--- src/rtl/mmcm_ps_pkg.sv ---
// Shared types and constants for the MMCM phase-shift responder.
// mod_step handles both directions of the phase_mod wrap for any STEPS_PER_CYCLE.
package mmcm_ps_pkg;

  typedef enum logic [1:0] {
    ST_IDLE  = 2'd0,
    ST_SHIFT = 2'd1,
    ST_DONE  = 2'd2
  } ps_state_e;

  localparam int DEF_PS_LATENCY      = 12;
  localparam int DEF_STEPS_PER_CYCLE = 224;
  localparam int SAT_W               = 16;
  localparam int MOD_W               = 16;
  localparam int LAT_CNT_W           = 8;

  function automatic logic [MOD_W-1:0] mod_step(input logic [MOD_W-1:0] cur,
                                                input logic             up,
                                                input logic [MOD_W-1:0] last);
    if (up) begin
      return (cur == last) ? '0 : cur + MOD_W'(1);
    end
    return (cur == '0) ? last : cur - MOD_W'(1);
  endfunction

endpackage

--- src/rtl/ps_sat_counter.sv ---
// Up-counter that sticks at all-ones instead of wrapping.
module ps_sat_counter
  import mmcm_ps_pkg::*;
#(
  parameter int W = SAT_W
) (
  input  logic         clk_i,
  input  logic         rst_ni,
  input  logic         inc_en_i,
  output logic [W-1:0] count_o
);

  logic [W-1:0] count_q;
  logic [W-1:0] count_d;

  always_comb begin
    count_d = count_q;
    if (inc_en_i && (count_q != '1)) begin
      count_d = count_q + W'(1);
    end
  end

  always_ff @(posedge clk_i or negedge rst_ni) begin
    if (!rst_ni) begin
      count_q <= '0;
    end else begin
      count_q <= count_d;
    end
  end

  assign count_o = count_q;

endmodule

--- src/rtl/mmcm_ps_responder.sv ---
// Behavioural stand-in for an MMCM dynamic phase-shift port: psen -> psdone
// after PS_LATENCY cycles, tracking net phase position and protocol errors.
//
//   state    | meaning
//   ---------+--------------------------------------------------------
//   ST_IDLE  | waiting for psen; accepts only while locked
//   ST_SHIFT | latency countdown; further psen flagged as overlap
//   ST_DONE  | psdone cycle; phase/counters already reflect the step
module mmcm_ps_responder
  import mmcm_ps_pkg::*;
#(
  parameter int PS_LATENCY      = DEF_PS_LATENCY,
  parameter int STEPS_PER_CYCLE = DEF_STEPS_PER_CYCLE,
  parameter int BIT_DEPTH       = 32
) (
  input  logic                        psclk,
  input  logic                        reset_n,
  input  logic                        locked,
  input  logic                        psen,
  input  logic                        psincdec,
  input  logic                        err_clr,
  output logic                        psdone,
  output logic                        busy,
  output logic signed [BIT_DEPTH-1:0] phase_pos,
  output logic [MOD_W-1:0]            phase_mod,
  output logic [SAT_W-1:0]            inc_count,
  output logic [SAT_W-1:0]            dec_count,
  output logic                        overlap_err,
  output logic                        unlocked_err
);

  // Two cycles of the latency are spent in the accept edge and the DONE entry.
  localparam logic [LAT_CNT_W-1:0] LAT_LOAD = LAT_CNT_W'(PS_LATENCY - 2);
  localparam logic [MOD_W-1:0]     MOD_LAST = MOD_W'(STEPS_PER_CYCLE - 1);

  ps_state_e                    state_q, state_d;
  logic [LAT_CNT_W-1:0]         cnt_q, cnt_d;
  logic                         dir_q, dir_d;
  logic                         psdone_q, psdone_d;
  logic                         busy_q, busy_d;
  logic signed [BIT_DEPTH-1:0]  phase_pos_q, phase_pos_d;
  logic [MOD_W-1:0]             phase_mod_q, phase_mod_d;
  logic                         ovl_q, ovl_d;
  logic                         unl_q, unl_d;
  logic                         complete;
  logic                         ovl_set;
  logic                         unl_set;

  always_comb begin
    state_d  = state_q;
    cnt_d    = cnt_q;
    dir_d    = dir_q;
    complete = 1'b0;
    ovl_set  = 1'b0;
    unl_set  = 1'b0;
    case (state_q)
      ST_IDLE: begin
        if (psen) begin
          if (locked) begin
            dir_d   = psincdec;
            cnt_d   = LAT_LOAD;
            state_d = ST_SHIFT;
          end else begin
            unl_set = 1'b1;
          end
        end
      end
      ST_SHIFT: begin
        ovl_set = psen;
        if (cnt_q == '0) begin
          state_d  = ST_DONE;
          complete = 1'b1;
        end else begin
          cnt_d = cnt_q - LAT_CNT_W'(1);
        end
      end
      ST_DONE: begin
        ovl_set = psen;
        state_d = ST_IDLE;
      end
      default: begin
        state_d = ST_IDLE;
      end
    endcase
  end

  // Phase state moves on the edge entering DONE so it is valid alongside psdone.
  always_comb begin
    psdone_d    = (state_d == ST_DONE);
    busy_d      = (state_d != ST_IDLE);
    phase_pos_d = phase_pos_q;
    phase_mod_d = phase_mod_q;
    if (complete) begin
      phase_pos_d = dir_q ? (phase_pos_q + BIT_DEPTH'(1)) : (phase_pos_q - BIT_DEPTH'(1));
      phase_mod_d = mod_step(phase_mod_q, dir_q, MOD_LAST);
    end
    ovl_d = ovl_set | (ovl_q & ~err_clr);
    unl_d = unl_set | (unl_q & ~err_clr);
  end

  always_ff @(posedge psclk or negedge reset_n) begin
    if (!reset_n) begin
      state_q     <= ST_IDLE;
      cnt_q       <= '0;
      dir_q       <= 1'b0;
      psdone_q    <= 1'b0;
      busy_q      <= 1'b0;
      phase_pos_q <= '0;
      phase_mod_q <= '0;
      ovl_q       <= 1'b0;
      unl_q       <= 1'b0;
    end else begin
      state_q     <= state_d;
      cnt_q       <= cnt_d;
      dir_q       <= dir_d;
      psdone_q    <= psdone_d;
      busy_q      <= busy_d;
      phase_pos_q <= phase_pos_d;
      phase_mod_q <= phase_mod_d;
      ovl_q       <= ovl_d;
      unl_q       <= unl_d;
    end
  end

  ps_sat_counter #(.W(SAT_W)) u_inc_cnt (
    .clk_i    (psclk),
    .rst_ni   (reset_n),
    .inc_en_i (complete & dir_q),
    .count_o  (inc_count)
  );

  ps_sat_counter #(.W(SAT_W)) u_dec_cnt (
    .clk_i    (psclk),
    .rst_ni   (reset_n),
    .inc_en_i (complete & ~dir_q),
    .count_o  (dec_count)
  );

  assign psdone       = psdone_q;
  assign busy         = busy_q;
  assign phase_pos    = phase_pos_q;
  assign phase_mod    = phase_mod_q;
  assign overlap_err  = ovl_q;
  assign unlocked_err = unl_q;

endmodule

--- config.mk ---
export PLATFORM = sky130hd
export DESIGN_NAME = mmcm_ps_responder
export DESIGN_NICKNAME = d
export VERILOG_FILES = /design/src/rtl/mmcm_ps_pkg.sv /design/src/rtl/ps_sat_counter.sv /design/src/rtl/mmcm_ps_responder.sv
export SDC_FILE = /design/constraint.sdc
export NUM_CORES = 1
export LEC_CHECK = 0
export ABC_AREA = 1
export BUFFER_PORTS_ARGS = -buffer_cell sky130_fd_sc_hd__buf_2
export CORE_MARGIN = 3
export CORE_UTILIZATION = 30
export DETAILED_ROUTE_END_ITERATION = 16
export PLACE_DENSITY = 0.58
export REMOVE_ABC_BUFFERS = 1
export SYNTH_ARGS = -nofsm -noshare
export SYNTH_HDL_FRONTEND = slang
export SYNTH_SLANG_ARGS = --single-unit
export TNS_END_PERCENT = 5
--- constraint.sdc ---
create_clock -name psclk -period 5 [get_ports psclk]
set_input_delay 1 -clock psclk [delete_from_list [all_inputs] [get_ports psclk]]
set_output_delay 1 -clock psclk [all_outputs]
set_load 0.02 [all_outputs]
==> summary.txt <==
Layout
  – Commonest non-fill, non-tap cell in the layout: sky130_fd_sc_hd__nand2_1
  – Area grow syn2layout: 14.7%
  – Fraction of layout instances using a drive strength above 1: about 10%
  – Area of the multi-input gates: about 0.0042 mm2
  – Antenna diode count: 0
  – Filler Cell Count: roughly 2.6k
  – Most frequent cells in the layout: sky130_fd_sc_hd__nand2_1, sky130_fd_sc_hd__inv_1, sky130_fd_sc_hd__nand3_1
  – Reg area: 0.00238 mm2
  – Number of nets at the end of the flow: around 1.3k

Logic synthesis
  – Count of distinct cell types in the synthesized netlist: 36
  – Post-synth design cell area: between 0.007 and 0.008 mm2
  – Post-synth EDFFs: 0
  – Most used DFF post-synth: sky130_fd_sc_hd__dfrtp_1
  – Sequential share of the synthesized area: approximately 32%
  – Mean post-synth cell area: ~6.5 um2
  – Syn. warnings: 0
  – Proportion of synthesized flip-flops having asynchronous set or reset: 100%
  – Synthesized netlist cell count: 1,136
  – Total of flip-flops plus latches after synthesis: between 90 and 100

Floorplan
  – I/O pin cnt: 90
  – Horizontal die dimension: about 160 um
  – Overall die height: 163 um
  – Area of the die: 0.0266 mm2
  – Initial core utilization: between 30 and 40%
  – Area of the core: about 0.024 mm2
  – Site Rows: 56

Critical path
  – Slowest Stage Delay on Critical Path: about 680 ps
  – Critical path type: flop to flop
  – Largest fanout on the critical path: 21
  – Startpoint type of the worst setup path: flop
  – Setup crit end kind: flop
  – Endpoint of the worst register-to-register path: phase_pos[29]$_DFFE_PN0P_
  – List of cells traversed by the critical path: inv_1 > buf_4 > ha_1 > a21oi_1 > nor2_1 > nor2_1 > nand2_1 > a21oi_1 > nand3_1 > nand3_1 > nand2_1
  – Worst path bufs/invs: 2
  – Cell family with most CP delay: buffers and inverters
  – Number of cells on the critical path: 11
  – R2R depth: 11
  – Beginning of the worst register-to-register path: dir_q$_DFFE_PN0P_
  – WP data required: 5250 ps
  – Cell type of the slowest stage on the worst timing path: sky130_fd_sc_hd__inv_1
  – Flop-to-flop setup slack: roughly 2100 ps
  – Data arrival time of the critical path: between 3000 and 4000 ps
  – Beginning of the critical path: dir_q$_DFFE_PN0P_
  – Worst setup path end: phase_pos[29]$_DFFE_PN0P_

Status
  – Result of the run: finished clean

Detailed routing
  – DRT antenna net count: 0
  – Total Wirelength: slightly above 20,000 um
  – Via total after detailed routing: 7,215
  – Met3 WL post-DR: ~1000 um
  – Iteration count of the initial detailed-routing pass: 6
  – Routed wl met2: ~9500 um
  – Wire length per cell after detailed routing: 13.3 um
  – Met1 routed wirelength after detailed routing: 9630 um
  – Average vias per placed instance: between 4 and 5
  – DRC errors left: 0
  – Top sig layer: met4
  – DR iter-0 viols: ~420

Timing
  – Worst hold slack after final layout: about 520 ps
  – Count of endpoints failing hold in the final timing report: 0
  – Setup TNS after final layout: 0 ps
  – Final count of pins violating max slew: 0
  – Minimum clock period: 2890 ps
  – Tightest slew margin relative to the limit: 40.6%
  – Max Freq: between 300 and 400 MHz
  – Period Utilization, post-route: just under 60%
  – Setup repair after global routing missed its margin: false
  – Pin slew with the least headroom to its limit: approximately 890 ps
  – Final Skew: 9.39 ps
  – Number of setup violations in the final report: 0

Placed design
  – Port-buffer cells: just under 90
  – Placer Congestion: about 0.98
  – DPL Wire Length: roughly 16,000 um

Clocking
  – Maximum clock path buffer count: 2
  – Number of setup buffers added after CTS: 0
  – CTS tree: done
  – Number of instances resized during post-cts repair: 0
  – Clock transition at the registers of the reported paths: ~70 ps
  – Clock tree sinks: 95
  – Post-cts hold buffer count: 0
  – Clock Latency Late Sink: 360 ps
  – Num CTS Buffers: 9
  – Level count of the clock H-tree: 3
  – Clock root buffer master: sky130_fd_sc_hd__clkbuf_16

Hold path
  – Worst Hold Path Cells: 2
  – Worst Hold Class: flop to flop

GRT
  – Leftover overflow at the end of global routing: 0
  – Number of global-route vias before repair: just over 7k
  – Global-route usage over all layers: approximately 16%
  – First-pass GRT wire length: 34,900 um
  – Largest net degree at the start of global routing: 61
  – Initial antenna violation count: 0

Power
  – Sequential power share: about a quarter
  – Worst IR drop on VDD: roughly 230 uV
  – Portion of total power attributed to combinational logic: between 50% and 60%
  – Switching share of power: 52.0%
  – Clk pwr share: between 10 and 15%
  – Pwr per Cell Area: ~570 mW/mm2
  – Net switching power of the design: about 2.5 mW
  – Internal power summed over all cells: between 2 and 2.5 mW
  – Static leakage: roughly 4.7 nW

Run
  – Count of maximum capacitance violations: 0
[cell families (layout without fill, tap and decap cells)]
kind of cell / after synthesis / after routing / share of synthesized area, %
adders and majority gates: 39 / 39 / 6.70
buffers and inverters: 215 / 310 / 11.1
and+or+nand+nor: 638 / 638 / 36.6
AOI/OAI and AO/OA: 98 / 98 / 7.39
DFF: 95 / 95 / 32.1
xor gates and xnor gates: 51 / 51 / 6.04
[power by group through the flow]
stage / Clock [mW] / Sequential [mW] / Combinational, mW
finish: 0.695 / 1.24 / 2.88
global route: 0.750 / 1.28 / 3.26
CTS: 0.725 / 1.24 / 2.90
detailed placement: 0 / 1.25 / 2.88
global placement: 0 / 1.25 / 2.86
floorplan: 0 / 1.41 / 1.92
[through the flow]
step	power, mW	std cells	setup WS, ps	utilization [%]	instance area, um2
6_report	4.81	1550	2110	35.6	8490
5_1_grt	5.29	1550	1900	35.6	8490
4_1_cts	4.86	1550	2090	35.6	8490
3_5_place_dp	4.14	1534	2130	34.4	8210
3_3_place_gp	4.11	1534	2180	34.4	8210
2_1_floorplan	3.33	1123	2230	-	7340
[cell type report]
class                   count  area share, %
multi-input cells         826           49.5
repair buffers             92           5.54
flip-flops and latches     95           28.0
clock inverters             5          0.457
clock buffers              11           2.86
well taps                 319           4.70
inverters                 202           8.95
[worst min-delay path, cell delays in order, from the launching register on]
cell,delay [ps]
sky130_fd_sc_hd__dfrtp_1,370
sky130_fd_sc_hd__nand2_1,60
sky130_fd_sc_hd__nand2_1,60
[layer usage]
metal | vias to the layer above | track usage [%]
met4 | 0 | 4.46
li1 | 3756 | -
met2 | 156 | 27.3
met1 | 3269 | 20.6
met3 | 34 | 3.53
met5 | - | 0
[how the worst min path moves through the flow]
stage                              startpoint                         to  slack, ps
floorplan                cnt_q[5]$_DFFE_PN0P_       cnt_q[5]$_DFFE_PN0P_        490
global placement     phase_pos[2]$_DFFE_PN0P_   phase_pos[2]$_DFFE_PN0P_        500
detailed placement  phase_pos[11]$_DFFE_PN0P_  phase_pos[11]$_DFFE_PN0P_        510
CTS                 phase_pos[11]$_DFFE_PN0P_  phase_pos[11]$_DFFE_PN0P_        520
global route        phase_pos[30]$_DFFE_PN0P_  phase_pos[30]$_DFFE_PN0P_        540
finish               phase_pos[7]$_DFFE_PN0P_   phase_pos[7]$_DFFE_PN0P_        520
[sequential cells by signal, summed over array words and instances (netlist names)]
register,cells
psdone,1
cnt_q,8
overlap_err,1
busy,1
u_inc_cnt.count_o,16
phase_pos,32
u_dec_cnt.count_o,16
unlocked_err,1
phase_mod,16
dir_q,1
state_q,2
[synth_stat cells, types with 2 or more instances]
library cell	number	area [um2]
sky130_fd_sc_hd__nor4_1	3	18.8
sky130_fd_sc_hd__nand3_1	96	480
sky130_fd_sc_hd__inv_1	199	747
sky130_fd_sc_hd__nand3b_1	10	75.1
sky130_fd_sc_hd__clkbuf_1	7	26.3
sky130_fd_sc_hd__o21ai_0	42	210
sky130_fd_sc_hd__nand4_1	19	119
sky130_fd_sc_hd__nand2_2	4	25.0
sky130_fd_sc_hd__dfrtp_1	95	2380
sky130_fd_sc_hd__o211ai_1	9	67.6
sky130_fd_sc_hd__o31ai_1	2	15.0
sky130_fd_sc_hd__xor2_1	37	324
sky130_fd_sc_hd__nor3_1	24	120
sky130_fd_sc_hd__o221ai_1	3	26.3
sky130_fd_sc_hd__or2_2	4	25.0
sky130_fd_sc_hd__xnor2_1	14	123
sky130_fd_sc_hd__nand2_1	389	1460
sky130_fd_sc_hd__a21o_1	2	15.0
sky130_fd_sc_hd__nor2_2	5	31.3
sky130_fd_sc_hd__nor2_4	2	22.5
sky130_fd_sc_hd__o21ai_1	7	35.0
sky130_fd_sc_hd__nor2_1	79	297
sky130_fd_sc_hd__a21oi_1	28	140
sky130_fd_sc_hd__ha_1	38	475
sky130_fd_sc_hd__buf_2	5	25.0
sky130_fd_sc_hd__o21bai_1	2	15.0
sky130_fd_sc_hd__inv_2	2	7.51
Note: power is estimated with default switching activity, not from simulation.
